$ cat src/rtl/icache_arb_pkg.sv
// Shared constants, state encoding and helpers for the instruction-cache port arbiter.
package icache_arb_pkg;

    localparam int unsigned NUM_REQ = 32;
    localparam int unsigned SEL_W   = 5;
    localparam int unsigned TIMER_W = 8;
    localparam int unsigned TIMEOUT = 255;

    typedef enum logic [1:0] {
        IDLE  = 2'd0,
        REQ   = 2'd1,
        WAIT  = 2'd2,
        DRAIN = 2'd3
    } arb_state_e;

    // Decode a requester index into its one-hot requester vector.
    function automatic logic [NUM_REQ-1:0] onehot(input logic [SEL_W-1:0] idx);
        return NUM_REQ'(1) << idx;
    endfunction

endpackage

$ cat src/rtl/rr_picker.sv
// Round-robin search: first set request bit strictly after rr_ptr, wrapping modulo NUM_REQ.
module rr_picker
    import icache_arb_pkg::*;
(
    input  logic [NUM_REQ-1:0] req,
    input  logic [SEL_W-1:0]   rr_ptr,
    output logic [SEL_W-1:0]   pick,
    output logic               any
);

    // The offset NUM_REQ wraps back onto rr_ptr itself, so it is searched last.
    always_comb begin
        pick = '0;
        any  = 1'b0;
        for (int unsigned i = 1; i <= NUM_REQ; i++) begin
            if (!any && req[rr_ptr + SEL_W'(i)]) begin
                pick = rr_ptr + SEL_W'(i);
                any  = 1'b1;
            end
        end
    end

endmodule

$ cat src/rtl/icache_port_arbiter.sv
// Round-robin sequencer of the shared ICache port among 32 fetch requesters,
// steering returning read data through the 32-way demultiplexer.
module icache_port_arbiter
    import icache_arb_pkg::*;
(
    input  logic               clock,
    input  logic               reset_n,
    input  logic [NUM_REQ-1:0] req,
    output logic [NUM_REQ-1:0] grant,
    output logic [NUM_REQ-1:0] done,
    output logic [NUM_REQ-1:0] err,
    output logic               cache_req,
    input  logic               cache_ack,
    input  logic               cache_rdata_valid,
    output logic [SEL_W-1:0]   demux_selection,
    output logic               demux_enable,
    output logic               busy
);

    arb_state_e         state, state_nxt;
    logic [SEL_W-1:0]   rr_ptr, rr_ptr_nxt;
    logic [SEL_W-1:0]   cur, cur_nxt;
    logic [TIMER_W-1:0] timer, timer_nxt;
    logic [SEL_W-1:0]   sel_nxt;
    logic [SEL_W-1:0]   pick;
    logic               any;

    rr_picker u_picker (
        .req    (req),
        .rr_ptr (rr_ptr),
        .pick   (pick),
        .any    (any)
    );

    // rr_ptr resets to the last index so requester 0 wins the first search.
    always_ff @(posedge clock or negedge reset_n) begin
        if (!reset_n) begin
            state           <= IDLE;
            rr_ptr          <= SEL_W'(NUM_REQ - 1);
            cur             <= '0;
            timer           <= '0;
            demux_selection <= '0;
        end else begin
            state           <= state_nxt;
            rr_ptr          <= rr_ptr_nxt;
            cur             <= cur_nxt;
            timer           <= timer_nxt;
            demux_selection <= sel_nxt;
        end
    end

    always_comb begin
        state_nxt    = state;
        rr_ptr_nxt   = rr_ptr;
        cur_nxt      = cur;
        timer_nxt    = timer;
        sel_nxt      = demux_selection;
        grant        = '0;
        done         = '0;
        err          = '0;
        cache_req    = 1'b0;
        demux_enable = 1'b0;

        case (state)
            IDLE: begin
                if (any) begin
                    cur_nxt    = pick;
                    rr_ptr_nxt = pick;
                    state_nxt  = REQ;
                end
            end

            // An ack in the same cycle as a request drop still commits the fetch.
            REQ: begin
                grant     = onehot(cur);
                cache_req = 1'b1;
                if (cache_ack) begin
                    state_nxt = WAIT;
                    timer_nxt = '0;
                    sel_nxt   = cur;
                end else if (!req[cur]) begin
                    state_nxt = IDLE;
                end
            end

            // Data on the final timeout cycle still counts as a successful delivery.
            WAIT: begin
                grant        = onehot(cur);
                demux_enable = cache_rdata_valid;
                if (cache_rdata_valid) begin
                    done      = onehot(cur);
                    state_nxt = IDLE;
                end else if (timer == TIMER_W'(TIMEOUT)) begin
                    err       = onehot(cur);
                    state_nxt = DRAIN;
                end else begin
                    timer_nxt = timer + TIMER_W'(1);
                end
            end

            // Swallow the late response of an abandoned fetch.
            DRAIN: begin
                if (cache_rdata_valid) begin
                    state_nxt = IDLE;
                end
            end

            default: begin
                state_nxt = IDLE;
            end
        endcase
    end

    assign busy = (state != IDLE);

endmodule

$ cat config.mk
export PLATFORM = sky130hd
export DESIGN_NAME = icache_port_arbiter
export DESIGN_NICKNAME = d
export VERILOG_FILES = /design/src/rtl/icache_arb_pkg.sv /design/src/rtl/rr_picker.sv /design/src/rtl/icache_port_arbiter.sv
export SDC_FILE = /design/constraint.sdc
export NUM_CORES = 1
export LEC_CHECK = 0
export ABC_AREA = 1
export CAP_MARGIN = 0
export CORE_ASPECT_RATIO = 1.75
export CORE_MARGIN = 1.5
export CORE_UTILIZATION = 53
export CTS_BUF_LIST = sky130_fd_sc_hd__clkbuf_2 sky130_fd_sc_hd__clkbuf_4 sky130_fd_sc_hd__clkbuf_8
export DETAILED_ROUTE_END_ITERATION = 8
export PLACE_DENSITY = 0.92
export SLEW_MARGIN = 20
export SYNTH_ARGS = -nofsm -noshare
export SYNTH_HDL_FRONTEND = slang
export SYNTH_SLANG_ARGS = --single-unit
$ cat constraint.sdc
create_clock -name clock -period 5.8 [get_ports clock]
set_clock_uncertainty 0.2 [all_clocks]
set_input_delay 0.58 -clock clock [delete_from_list [all_inputs] [get_ports clock]]
set_output_delay 0.58 -clock clock [all_outputs]
set_load 0.03 [all_outputs]
# --- Word level (Yosys, flattened, before mapping) ---
# Cells that the tools add are included.
word_totals:
  input_bits: 36
  out_inout_bits: 104
  elab_cells: 301
  register_bits: 25
classes:
  n_lt_le_gt_ge: 33
  n_mux: 149
  eq_ne: 11
  add_sub_neg: 32
  shifts: 1
  reduce_logical: 70
ops:
  columns: ["op", "count"]
  rows:
  - ["5-bit by 6-bit < comparator with 1-bit output (second input constant)", 33]
  - ["32-bit two-way mux", 6]
  - ["1-bit binary-select mux with 5-bit select", 33]
  - ["5-bit two-way mux", 32]
  - ["5-bit adder (second input constant)", 16]
  - ["1-bit two-way mux", 67]
  - ["5-bit by 4-bit adder with 5-bit output (second input constant)", 8]
  - ["1-bit by 5-bit << shifter with 32-bit output (first input constant)", 1]
  - ["1-bit logical AND", 31]
  - ["1-bit zero test", 31]
  - ["8-bit two-way mux", 3]
  - ["5-bit by 3-bit adder with 5-bit output (second input constant)", 4]
  - ["8-bit one-hot mux with 2 select lines", 1]
  - ["2-bit two-way mux", 6]
  - ["5-bit by 2-bit adder with 5-bit output (second input constant)", 2]
  - ["2-bit != test (second input constant)", 5]
  - ["8-bit by 1-bit adder with 8-bit output (second input constant)", 1]
  - ["8-bit equality test (second input constant)", 1]
  - ["2-bit one-hot mux with 4 select lines", 1]
  - ["4-bit AND reduction", 2]
  - ["3-bit != test (second input constant)", 2]
  - ["5-bit by 1-bit adder with 5-bit output (second input constant)", 1]
  - ["2-bit equality test (second input constant)", 2]
  - ["2-bit AND reduction", 2]
  - ["4 further kinds", 5]

# --- Longest topological paths before layout ---
depth:
  word_depth: 99
  ltp_mapped: 35
  depth_no_buf: 33

# --- Cells and area by module ---
# A second synthesis with hierarchy kept.
unflattened:
  cells_unflattened: 1201
  hier_area_um2: 6600.1
modules_own_cells:
  columns: ["mod", "instances", "seq_area_each_um2", "cells_per_inst", "area_each_um2"]
  rows:
  - ["rr_picker", 1, 0.0, 827, 4266.6]
  - ["icache_port_arbiter", 1, 631.9, 374, 2333.5]

# --- Worst setup path before layout ---
# OpenSTA, ideal clock, no wires.
synth_path:
  path_type: "register -> register"
  from: "register rr_ptr[1]"
  to: "register cur[2]"
  setup_slack_ns: 0.890
  setup_ns: 0.118
  t_required_ns: 5.482
  stages_incl_launch_ff: 33
  period_less_slack_ns: 4.910
  arrival_time_ns: 4.592
  path_buffers: 4
  cell_sequence: "dfstp_2 -> buf_2 -> inv_2 -> buf_2 -> ha_1 -> clkinv_1 -> buf_2 -> nand3_1 -> nand3_1 -> nand3_1 -> nand3_1 -> nand2_2 -> nor2_4 -> nand4_4 -> nor2_8 -> nand4_4 -> nor2_4 -> nand4_1 -> nor2_2 -> nand4_2 -> nor2_4 -> nand4_2 -> nor2_4 -> nand4_2 -> nor2_4 -> nand4_4 -> nor2_8 -> nand3_2 -> nand2_2 -> buf_4 -> a21oi_1 -> nand2_1 -> nand2_1"
synth_via:
  elab_chain_cells: 98
  elab_cells_between_ends: 222
  cone_classes: "add/sub: 31; mux: 128; reduce/logical: 63"
synth_rtl:
  columns: ["item", "line", "text"]
  rows:
  - ["start, declared", "icache_port_arbiter.sv:21", "logic [SEL_W-1:0] rr_ptr, rr_ptr_nxt;"]
  - ["start signal, assigned", "icache_port_arbiter.sv:39", "rr_ptr <= SEL_W'(NUM_REQ - 1);"]
  - ["start signal, assigned", "icache_port_arbiter.sv:45", "rr_ptr <= rr_ptr_nxt;"]
  - ["5-bit by 1-bit adder with 5-bit output", "rr_picker.sv:16, rr_picker.sv:17", null]
  - ["1-bit binary-select mux with 5-bit select", "rr_picker.sv:16", "if (!any && req[rr_ptr + SEL_W'(i)]) begin"]
  - ["1-bit two-way mux (not written as such)", "rr_picker.sv:16", null]
  - ["1-bit two-way mux", "rr_picker.sv:16", null]
  - ["1-bit zero test", "rr_picker.sv:16", null]
  - ["1-bit logical AND", "rr_picker.sv:16", null]
  - ["1-bit two-way mux", "rr_picker.sv:16", null]
  - ["1-bit zero test", "rr_picker.sv:16", null]
  - ["[... 82 more ...]", null, null]
  - ["1-bit two-way mux", "rr_picker.sv:16", null]
  - ["1-bit zero test", "rr_picker.sv:16", null]
  - ["1-bit logical AND", "rr_picker.sv:16", null]
  - ["1-bit two-way mux", "rr_picker.sv:16", null]
  - ["1-bit zero test", "rr_picker.sv:16", null]
  - ["1-bit logical AND", "rr_picker.sv:16", null]
  - ["1-bit two-way mux", "rr_picker.sv:16", null]
  - ["2-bit AND reduction (no line)", null, null]
  - ["end signal, assigned", "icache_port_arbiter.sv:46", "cur <= cur_nxt;"]
  - ["end, declared", "icache_port_arbiter.sv:22", "logic [SEL_W-1:0] cur, cur_nxt;"]
# Parallel ways exist; a longest one is shown, timed or not. The select of a mux whose other input is x is not followed.
# A chain may end at the register's enable or synchronous reset.

# --- Final worst setup path ---
layout_path:
  from: "register rr_ptr[2]"
  to: "register cur[0]"
layout_via:
  elab_chain_cells: 98
  elab_cells_between_ends: 222
  cone_classes: "add/sub: 31; mux: 128; reduce/logical: 63"
layout_rtl:
  columns: ["item", "line"]
  rows:
  - ["5-bit by 1-bit adder with 5-bit output", "rr_picker.sv:16"]
  - ["1-bit binary-select mux with 5-bit select", "rr_picker.sv:16"]
  - ["1-bit two-way mux (not written as such)", "rr_picker.sv:16"]
  - ["1-bit two-way mux", "rr_picker.sv:16"]
  - ["1-bit zero test", "rr_picker.sv:16"]
  - ["1-bit logical AND", "rr_picker.sv:16"]
  - ["1-bit two-way mux", "rr_picker.sv:16"]
  - ["1-bit zero test", "rr_picker.sv:16"]
  - ["[... 82 more ...]", null]
  - ["1-bit two-way mux", "rr_picker.sv:16"]
  - ["1-bit zero test", "rr_picker.sv:16"]
  - ["1-bit logical AND", "rr_picker.sv:16"]
  - ["1-bit two-way mux", "rr_picker.sv:16"]
  - ["1-bit zero test", "rr_picker.sv:16"]
  - ["1-bit logical AND", "rr_picker.sv:16"]
  - ["1-bit two-way mux", "rr_picker.sv:16"]
  - ["2-bit AND reduction (no line)", null]
# Parallel ways exist; a longest one is shown, timed or not. The select of a mux whose other input is x is not followed.

==> impl_metrics.py <==
metrics = {
    "global_route": {
        "antenna_found_initial": 0,
        "grt_first_pass_wirelength_mm": 43.26,
        "grt_pass1_vias": 8153,
        "grt_overflow": 0,
        "grt_max_degree": 38,
        "grt_usage_pct": 44.56,
    },
    "yosys": {
        "synthCells": 1142,
        "synth.area.top_cells": "nand3_1 (21%), nand2_1 (15%), nor2_1 (12%)",
        "netlist_area_sq_mm": 0.006166,
        "synth_edf_count": 0,
        "ys_seq_elements": 25,
        "yosysMostFrequentCell": "nand3_1",
        "synth_common_cells": "nand3_1 (258), nand2_1 (250), nor2_1 (202), inv_1 (87), nand4_1 (73)",
        "yosysTopAreaCell": "nand3_1",
        "synth_nets": 1197,
        "ys_seq_area_share_pct": 10.25,
        "async_reset_ff_share_pct": 100.0,
        "avgSynthCellArea_sq_um": 5.399,
        "synth_top_area_share_pct": 20.94,
        "yosys.cell_types.count": 49,
        "synth_ff_type": "dfrtp_1",
        "yosys_warnings": 0,
    },
    "timing": {
        "rsz0062_at_grt": "no",
        "tightest_slew_ns": 1.065,
        "timing.final.hold_violations": 0,
        "setup-violations-final": 0,
        "finalCritPeriodShare_pct": 93.60,
        "period_needed_ns": 5.429,
        "final_max_slew_viol_count": 0,
        "finalSetupTns_ns": 0,
        "fmax_mhz": 184.2,
        "slew_headroom_pct": 28.75,
    },
    "cts": {
        "cts_resized": 0,
        "clk_latency_ns": 0.26,
        "h-tree-depth": 1,
        "cts_tree": "yes",
        "postCtsSetupBuffers": 0,
        "clockBufferDepth": 2,
        "cts-buffers-inserted": 3,
        "root_buffer": "clkbuf_8",
        "holdBufCountCts": 0,
        "clkTransAtPathRegs_ns": 0.08,
        "cts.sinks": 25,
    },
    "finish": {
        "fillers": 1102,
        "layout-drive-gt1-share_pct": 6.325,
        "antennaDiodeCount": 0,
        "nets": 1305,
        "seqCellArea_sq_um": 631.9,
        "final_area_sq_mm": 0.007670,
        "multiInputGateArea_sq_mm": 0.004888,
        "synthToLayoutAreaGrowth_pct": 24.39,
    },
    "routing": {
        "avgRoutedWirePerCell_um": 20.55,
        "antenna_left": 0,
        "drc": 0,
        "num_vias": 8766,
        "dr.pass1.iters": 5,
        "routed_via_density": 6.334,
        "drt-initial-drc-count": 1033,
        "routed_wl_mm": 28.44,
    },
    "floorplan": {
        "start_util_pct": 53.85,
        "io_pins": 140,
        "coreArea_sq_mm": 0.01145,
        "die_w_um": 84.54,
        "fp.dieH_um": 145.7,
        "rows": 52,
        "die-area_sq_mm": 0.01232,
    },
    "critical_path": {
        "r2r_end": "cur[0]$_DFFE_PN0P_",
        "startpoint_type": "flip-flop",
        "end_kind": "flip-flop",
        "required_ns": 5.75,
        "rr_worst_depth": 28,
        "crit_path_start": "rr_ptr[2]$_DFFE_PN1P_",
        "cp_max_fo": 14,
        "cpPeakStageDelay_ns": 0.71,
        "timing.rr.start": "rr_ptr[2]$_DFFE_PN1P_",
        "crit_path_frequent_cell": "nor2_4",
        "cp_data_arrival_time_ns": 5.38,
        "cp_slowest_cell": "dfstp_2",
        "reg2reg_setup_slack_ns": 0.37,
        "critical_path_class": "reg2reg",
    },
    "placement": {
        "dp_hpwl_mm": 22.62,
        "globalplace.congestion": 1.098,
        "place_area_sq_mm": 0.007590,
        "io_buffer_count": 139,
    },
    "hold_path": {
        "hold_path_class": "in2async",
    },
    "run": {
        "drv_cap": 0,
    },
    "run_status": {
        "status": "complete, no violations",
    },
}
==> flip-flops by register name, summed over array words and instances (netlist names) <==
name             cells
state                2
timer                8
demux_selection      5
rr_ptr               5
cur                  5
==> layer usage <==
metal  vias to the layer above  part of all wire [%]  global-route usage [%]
met4                         0                   8.1                   30.24
met5                         -                     0                       0
li1                       4083                     -                       -
met2                       551                    49                   76.98
met3                       162                   8.3                   7.544
met1                      3970                    34                   48.83
==> cell usage in the layout, fill, tap and decap left out, types with 6 or more instances in the layout <==
master / n
a22oi_1: 9
o21ai_0: 37
o21ai_1: 6
nor2_1: 199
ha_1: 18
o21a_1: 6
nand2_2: 6
clkdlybuf4s50_1: 138
nand4_1: 73
nand2_1: 249
inv_2: 9
nor3_1: 12
inv_1: 87
nand3_1: 258
a21oi_1: 17
buf_4: 21
xor2_1: 12
dfrtp_1: 20
==> how the worst max path moves through the flow <==
stage          slack, ns            endpoint
2_1_floorplan       0.89  cur[2]$_DFFE_PN0P_
3_3_place_gp        0.60  cur[0]$_DFFE_PN0P_
3_5_place_dp        0.47  cur[0]$_DFFE_PN0P_
4_1_cts             0.44  cur[0]$_DFFE_PN0P_
5_1_grt             0.03  cur[0]$_DFFE_PN0P_
6_report            0.37  cur[0]$_DFFE_PN0P_
==> critical path, delay by kind of cell (launching register included) <==
| kind | cells | cell delay [ns] |
|---|---|---|
| and+or+nand+nor | 20 | 2.96 |
| AOI/OAI and AO/OA | 3 | 0.55 |
| adders and majority gates | 1 | 0.25 |
| buffers and inverters | 4 | 0.63 |
| DFF | 1 | 0.71 |
==> metrics by stage <==
stage,hold WS (ns),instances,worst slack [ns],utilization (%)
6_report,0.09039,1384,0.3712,66.98
5_1_grt,0.1325,1384,0.03003,66.98
4_1_cts,0.3072,1384,0.4439,66.71
3_5_place_dp,0.2899,1380,0.4749,66.28
3_3_place_gp,0.2717,1380,0.6036,66.28
2_1_floorplan,0.08441,1142,0.8899,-
==> cells by family (layout without fill, tap and decap cells) <==
logic type               after synthesis  count (layout)  synth area share (%)
XOR/XNOR                              18              18                 3.227
adder cells (fa/ha/maj)               19              19                 3.856
buffers and inverters                159             266                 11.06
AO/OA/AOI/OAI                         94              94                 9.395
AND/OR/NAND/NOR                      827             827                 62.22
flip-flops                            25              25                 10.25
==> final cells by class <==
type                       instances  area share (%)
sequential                        25           8.238
multi-input combinational        958           63.74
inverter                         102           5.057
timing repair buffer             160           20.13
tap                              135           2.202
clock buffer                       4          0.6362
Power is not shown: default switching activity piles up to over one toggle a cycle in this logic, so the estimate is an artifact.
